### src/rtl/cpu_bus_pkg.sv
// cpu_bus_pkg: shared field widths, decoder codes and command layout for the CPU bus arbiter
package cpu_bus_pkg;
    localparam int MID_W  = 5;
    localparam int SID_W  = 5;
    localparam int AMID_W = 2;
    localparam int CMD_W  = MID_W + SID_W + AMID_W;

    localparam logic [MID_W-1:0] CODE_IR0 = 5'd0;
    localparam logic [MID_W-1:0] CODE_A   = 5'd2;
    localparam logic [MID_W-1:0] CODE_B   = 5'd3;
    localparam logic [MID_W-1:0] CODE_MEM = 5'd4;
    localparam logic [MID_W-1:0] CODE_SR  = 5'd17;
    localparam logic [MID_W-1:0] CODE_ALU = 5'd18;

    typedef enum logic [AMID_W-1:0] {
        AMID_PC   = 2'd0,
        AMID_AR   = 2'd1,
        AMID_SP   = 2'd2,
        AMID_R0R1 = 2'd3
    } amid_e;

    typedef struct packed {
        logic [MID_W-1:0] mid;
        logic [SID_W-1:0] sid;
        amid_e            amid;
    } cmd_t;
endpackage

### src/rtl/rr_pick.sv
// rr_pick: combinational round-robin picker, first set request at or after start with wrap-around
module rr_pick #(
    parameter int N  = 4,
    parameter int PW = (N > 1) ? $clog2(N) : 1
) (
    input  logic [N-1:0]  req_i,
    input  logic [PW-1:0] start_i,
    output logic [N-1:0]  win_o,
    output logic          valid_o
);
    logic [PW-1:0] idx;

    // scan offsets from farthest to nearest so the nearest set request overwrites the others
    always_comb begin
        win_o = '0;
        idx   = '0;
        for (int k = N - 1; k >= 0; k--) begin
            idx = PW'((int'(start_i) + k) % N);
            if (req_i[idx]) win_o = N'(1) << idx;
        end
        valid_o = |req_i;
    end
endmodule

### src/rtl/cpu_bus_arbiter.sv
// cpu_bus_arbiter: round-robin owner of the MID/SID/AMID bus fields with bounded locked bursts
module cpu_bus_arbiter
    import cpu_bus_pkg::*;
#(
    parameter int NREQ     = 4,
    parameter int MAX_HOLD = 8
) (
    input  logic                  clk_i,
    input  logic                  rst_ni,
    input  logic [NREQ-1:0]       req_i,
    input  logic [NREQ-1:0]       lock_i,
    input  logic [NREQ*CMD_W-1:0] cmd_i,
    output logic [NREQ-1:0]       gnt_o,
    output logic [MID_W-1:0]      bus_mid_o,
    output logic [SID_W-1:0]      bus_sid_o,
    output logic [AMID_W-1:0]     bus_amid_o,
    output logic                  mid_en_o,
    output logic                  sid_en_o,
    output logic [2:0]            owner_o,
    output logic                  timeout_o
);
    localparam int PW = $clog2(NREQ);
    localparam int HW = $clog2(MAX_HOLD) + 1;

    logic [NREQ-1:0] gnt_q, gnt_d, cand, win;
    logic [HW-1:0]   hold_q, hold_d;
    logic [PW-1:0]   rr_q, rr_d, own, win_idx;
    logic            tmo_q, tmo_d;
    logic            win_v, owner_locked, keep, force_rel, beat;
    cmd_t            cmds [NREQ];
    cmd_t            cmd_sel;

    for (genvar g = 0; g < NREQ; g++) begin : g_cmd
        assign cmds[g] = cmd_i[g*CMD_W +: CMD_W];
    end

    rr_pick #(.N(NREQ), .PW(PW)) u_pick (
        .req_i   (cand),
        .start_i (rr_q),
        .win_o   (win),
        .valid_o (win_v)
    );

    // one-hot to index for the current owner and the arbitration winner
    always_comb begin
        own     = '0;
        win_idx = '0;
        for (int k = 0; k < NREQ; k++) begin
            if (gnt_q[k]) own = PW'(k);
            if (win[k]) win_idx = PW'(k);
        end
    end

    // state register: grant, burst counter, round-robin pointer and timeout pulse
    always_ff @(posedge clk_i or negedge rst_ni) begin
        if (!rst_ni) begin
            gnt_q  <= '0;
            hold_q <= '0;
            rr_q   <= '0;
            tmo_q  <= 1'b0;
        end else begin
            gnt_q  <= gnt_d;
            hold_q <= hold_d;
            rr_q   <= rr_d;
            tmo_q  <= tmo_d;
        end
    end

    // next state: keep a locked owner until its last allowed beat, otherwise re-arbitrate
    always_comb begin
        owner_locked = (|gnt_q) && req_i[own] && lock_i[own];
        keep         = owner_locked && (hold_q < HW'(MAX_HOLD - 1));
        force_rel    = owner_locked && !keep;
        cand         = force_rel ? (req_i & ~gnt_q) : req_i;
        gnt_d        = keep ? gnt_q : (win_v ? win : '0);
        hold_d       = keep ? hold_q + 1'b1 : '0;
        rr_d         = (!keep && win_v) ? ((win_idx == PW'(NREQ - 1)) ? '0 : win_idx + 1'b1) : rr_q;
        tmo_d        = force_rel;
    end

    // outputs: the granted command drives the decoders only while its request is still up
    always_comb begin
        beat       = |(gnt_q & req_i);
        cmd_sel    = beat ? cmds[own] : '0;
        gnt_o      = gnt_q;
        bus_mid_o  = cmd_sel.mid;
        bus_sid_o  = cmd_sel.sid;
        bus_amid_o = cmd_sel.amid;
        mid_en_o   = beat;
        sid_en_o   = beat;
        owner_o    = 3'(own);
        timeout_o  = tmo_q;
    end
endmodule
### config.mk
export PLATFORM = sky130hd
export DESIGN_NAME = cpu_bus_arbiter
export DESIGN_NICKNAME = d
export VERILOG_FILES = /design/src/rtl/cpu_bus_pkg.sv /design/src/rtl/rr_pick.sv /design/src/rtl/cpu_bus_arbiter.sv
export SDC_FILE = /design/constraint.sdc
export NUM_CORES = 1
export LEC_CHECK = 0
export ABC_AREA = 1
export CAP_MARGIN = 10
export CORE_UTILIZATION = 43
export CTS_CLUSTER_DIAMETER = 120
export DETAILED_ROUTE_END_ITERATION = 7
export GPL_TIMING_DRIVEN = 0
export PLACE_DENSITY = 0.87
export RECOVER_POWER = 25
export REMOVE_ABC_BUFFERS = 1
export SLEW_MARGIN = 20
export SYNTH_ARGS = -nofsm -noshare
export SYNTH_HDL_FRONTEND = slang
export SYNTH_SLANG_ARGS = --single-unit
### constraint.sdc
create_clock -name clk_i -period 3.75 [get_ports clk_i]
set_input_delay 0.75 -clock clk_i [delete_from_list [all_inputs] [get_ports clk_i]]
set_output_delay 0.75 -clock clk_i [all_outputs]
set_load 0.005 [all_outputs]
Yosys cells after proc, flatten, opt, wreduce, memory -nomap -nowiden
Index checks and enable logic that the tools add are counted.
- memories: 0
- bits in registers: 11
- output and inout port bits: 22
- bits in writable memories: 0
- memory bits (read-only): 0
- logic and storage cells: 64
- latch bits: 0
- bits of input ports: 58
- eq/ne operators: 1
- shift-type cells: 4
- divide/modulo/power cells: 0
- multiply operators: 0
- bitwise logic cells: 4
- reductions and logical operators: 9
- add/subtract/negate cells: 5
- muxes and demuxes: 30
- $lt $le $gt $ge: 7
- operators by type and width (operator ; number):
    $mux W12 ; 3
    $mux W4 ; 7
    $bmux W12 S2 ; 1
    $shl A1 B2 Y4 const A ; 4
    $lt A2 B3 Y1 const B ; 5
    $bmux W1 S2 ; 6
    $reduce_or A4 Y1 ; 3
    $mux W2 ; 5
    $and A4 B4 Y4 ; 2
    $mux W1 ; 8
    $logic_and A1 B1 Y1 ; 5
    $add A2 B1 Y2 const B ; 2
    $add A2 B2 Y2 const B ; 2
    $add A4 B1 Y4 const B ; 1
    $lt A4 B3 Y1 const B ; 1
    $not A4 Y4 ; 1
    $ge A3 B3 Y1 const B ; 1
    $not A2 Y3 ; 1
    $eq A2 B2 Y1 const B ; 1
    $logic_not A1 Y1 ; 1

Depth between registers and ports, before layout
- depth after elaboration: 22
- gate-level depth with buffers: 18
- gate-level depth less buffers: 18

Modules after synthesis
From an unflattened synthesis, not the netlist that was laid out.
- cells, all modules: 251
- area, all modules: 1488.9 um2
- by module, submodules not included (module ; area an instance (um2) ; seq. area each (um2) ; cells an instance ; instances):
    cpu_bus_arbiter ; 1058.5 ; 275.3 ; 176 ; 1
    rr_pick ; 430.4 ; 0.0 ; 75 ; 1

Least setup slack after synthesis
OpenSTA, ideal clock, no wires.
- path type: input port to output port
- from: in req_i[3]
- to: out sid_en_o
- setup slack: 1.343 ns
- arrival: 1.657 ns
- required time: 3.000 ns
- stages: 5
- path buffers: 2
- path through: a22o_1 nor2_1 clkbuf_1 inv_1 buf_4
- cells in the longest elaborated chain, start to end: 2
- ends and longest elaborated chain (what ; line ; source):
    start: declaration ; cpu_bus_arbiter.sv:10 ; input logic [NREQ-1:0] req_i,
    $and A4 B4 Y4 ; cpu_bus_arbiter.sv:83 ; beat = |(gnt_q & req_i);
    $reduce_or A4 Y1 ; cpu_bus_arbiter.sv:83 ;
    end: declaration ; cpu_bus_arbiter.sv:18 ; output logic sid_en_o,
No other way between the ends.

Final worst setup path
- from: in req_i[3]
- to: out mid_en_o
- cells in the longest elaborated chain, start to end: 2
- ends and longest elaborated chain (what ; line ; source):
    $and A4 B4 Y4 ; cpu_bus_arbiter.sv:83 ;
    $reduce_or A4 Y1 ; cpu_bus_arbiter.sv:83 ;
    end: declaration ; cpu_bus_arbiter.sv:17 ; output logic mid_en_o,
No other way between the ends.

==> summary.txt <==
Timing
  • Share of the cycle needed by the critical path after routing: 96.6%
  • Relative max-transition margin: 38.7%
  • Max Clk Rate: 276 MHz
  • Number of failing setup endpoints in the final timing report: 0
  • Final worst path period need: 3.62 ns
  • Aggregate negative setup slack: 0 ns
  • Worst clock skew: 0.00453 ns
  • Count of endpoints failing hold in the final timing report: 0
  • Number of max-slew violations in the final report: 0
  • Unrepaired setup endpoints after global routing: false
  • Slew of the pin with the lowest slew margin: 0.916 ns

Power
  • Tot Pwr: 1.83 mW
  • P_leak: 1.05 nW
  • VDD IR-drop max: 446 uV
  • Pwr dens: 787 mW/mm2

CTS
  • CTS tree: built
  • Post-CTS setup repair buffer count: 0
  • Quantity of gates resized following cts: 0
  • Clock tree buffer depth: 2
  • Sink count of the clock tree: 11
  • Root buf cell: clkbuf_4
  • Total number of H-tree levels: 1
  • Count of hold-fix buffers inserted at cts: 0
  • Clock latency on the worst-skew pair: 0.27 ns
  • Clock slew at the register clock pins of the worst setup and hold paths: 0.07 ns
  • Number of buffers created by CTS: 3

Setup path
  • Setup CP Type: in2out
  • Crit start category: primary input
  • Element type at the critical path end: output pin
  • Required time reported for the critical path endpoint: 3.00 ns
  • Biggest fanout along the worst timing path: 13
  • Arrival time of the worst setup path: 2.87 ns

Floorplanning
  • Die footprint: 0.00376 mm2
  • Die width: 61.3 um
  • Io pins: 80
  • Row count: 21
  • Vertical extent of the die: 61.3 um
  • Starting Density: 44.9%
  • Core region area: 0.00336 mm2

Global route
  • Via count of the first global-routing pass: 1565
  • Total track usage: 26.5%
  • Global-route wire length before repair: 7400 um
  • Pin count of the biggest net entering global routing: 19
  • GRT Residual Overflow: 0
  • Number of antenna violations at the first check in global routing: 0

Flow run
  • Number of violations of the max-capacitance limit: 0

Detailed routing
  • Number of detailed-routing iterations run before antenna repair: 4
  • WL/cell: 13.4 um
  • Length of routed met3 wiring: 184 um
  • Met2 wire len: 2320 um
  • Post-detailed-routing wire length: 4890 um
  • Via Count: 1842
  • Number of design rule violations left after detail routing: 0
  • First DRT Iteration DRCs: 140
  • Highest layer used for signal routing: met4
  • Post-detailed-route via-to-cell ratio: 5.05
  • Number of nets with antenna violations after routing: 0
  • Met1 layer wirelength in the final routing: 2310 um

Cells and area
  • Fraction of final layout cells with drive strength greater than 1: 11.0%
  • Total number of nets in the final design: 386
  • Filler cell count: 306
  • Layout Area Growth over Synthesis: 54.0%
  • Utilization after layout: 69.2%
  • Antenna cells: 0

Logic synthesis
  • Syn_area_per_cell: 6.12 um2
  • Synthesized flop and latch total: 11
  • Synthesized netlist cell count: 247
  • Post-synth cell types: 22
  • Cell area after technology mapping: 0.00151 mm2
  • Post-synthesis sequential area ratio: 18.2%
  • Synthesis Warnings: 0

Placement
  • Routability Congestion: 0.831
  • Placed wire-length estimate: 3870 um
  • Count of buffers inserted at the top-level ports: 78

Status
  • Outcome: complete, no violations

Hold path
  • Path category of the worst min-delay check: reg2reg
==> layer usage <==
metal | vias up | track usage, %
met1 | 839 | 36.9
li1 | 949 | -
met5 | - | 0
met4 | 0 | 6.49
met2 | 46 | 44.3
met3 | 8 | 2.31
==> through the flow <==
step	hold slack, ns	setup WS, ns	instances	instance area, um2
floorplan	0.433	1.45	237	1460
global placement	0.452	0.145	361	2300
detailed placement	0.455	0.127	361	2300
CTS	0.464	0.122	365	2330
global route	0.494	0.0421	365	2330
finish	0.463	0.129	365	2330
==> flip-flops by register name (all words and copies together) (netlist names) <==
signal,count
gnt_o,4
timeout_o,1
hold_q,4
rr_q,2
==> cell type report <==
type                       instances  area [um2]  share of cell area, %
tap                               46        57.6                   2.47
sequential                        11         275                   11.8
clock buffer                       4        26.3                   1.13
timing repair buffer              78         781                   33.5
multi-input combinational        205        1110                   47.6
inverter                          21        78.8                   3.39
==> cells in the final DEF (no fill, tap or decap) <==
| cell | n |
|---|---|
| ha_1 | 8 |
| o21ai_1 | 8 |
| inv_2 | 3 |
| clkbuf_1 | 1 |
| nor2_2 | 2 |
| dlygate4sd3_1 | 1 |
| a21oi_1 | 14 |
| nand3b_1 | 1 |
| inv_1 | 17 |
| nand3_1 | 13 |
| clkinv_1 | 1 |
| nand3_4 | 2 |
| o21ai_0 | 26 |
| a22o_1 | 2 |
| nor2_1 | 60 |
| clkbuf_4 | 3 |
| nand2_1 | 42 |
| nand2_2 | 5 |
| nand3_2 | 15 |
| clkdlybuf4s50_1 | 77 |
| dfrtp_1 | 11 |
| o22ai_1 | 1 |
| nand2_4 | 5 |
| conb_1 | 1 |
==> power breakdown <==
part	switching (mW)	internal, mW
clock network	0.0386	0.0411
logic	0.844	0.646
registers	0.0990	0.164
total	0.982	0.851
==> worst max-delay path, cell delays in order <==
cell and delay, ns:
clkdlybuf4s50_1 0.53, a22o_1 0.28, nor2_1 0.69, inv_1 0.14
clkdlybuf4s50_1 0.49
==> Yosys cell counts, drive strengths merged <==
library cell / n / area share, %
nand3: 30 / 17
o22ai: 1 / 0.41
clkbuf: 7 / 1.7
ha: 8 / 6.6
clkinv: 1 / 0.25
inv: 20 / 5.0
nand2: 52 / 16
a21oi: 14 / 4.6
conb: 1 / 0.25
dfrtp: 11 / 18
nand3b: 1 / 0.50
nor2: 62 / 16
a22o: 2 / 1.2
buf: 3 / 1.5
o21ai: 34 / 11
==> cells by family after synthesis <==
| group | Yosys count | share of synthesized area (%) |
|---|---|---|
| buffers and inverters | 31 | 8.44 |
| AO/OA/AOI/OAI | 51 | 17.5 |
| other | 1 | 0.248 |
| adder cells (fa/ha/maj) | 8 | 6.62 |
| AND/OR/NAND/NOR | 145 | 49.0 |
| flip-flops | 11 | 18.2 |
==> final timing paths <==
| kind | slack, ns | start | cells past startpoint | to |
|---|---|---|---|---|
| setup / recovery | 0.13 | req_i[3] | 5 | mid_en_o |
| hold reg to reg | 0.46 | hold_q[0] | 1 | hold_q[0] |
| max in group asynchronous | 2.54 | rst_ni | 1 | gnt_o[3] |
| hold / removal | 0.46 | hold_q[0] | 1 | hold_q[0] |
| setup reg to reg | 1.33 | gnt_o[1] | 15 | rr_q[0] |
| min in group asynchronous | 0.88 | rst_ni | 1 | gnt_o[2] |
Note: power is estimated with default switching activity, not from simulation.
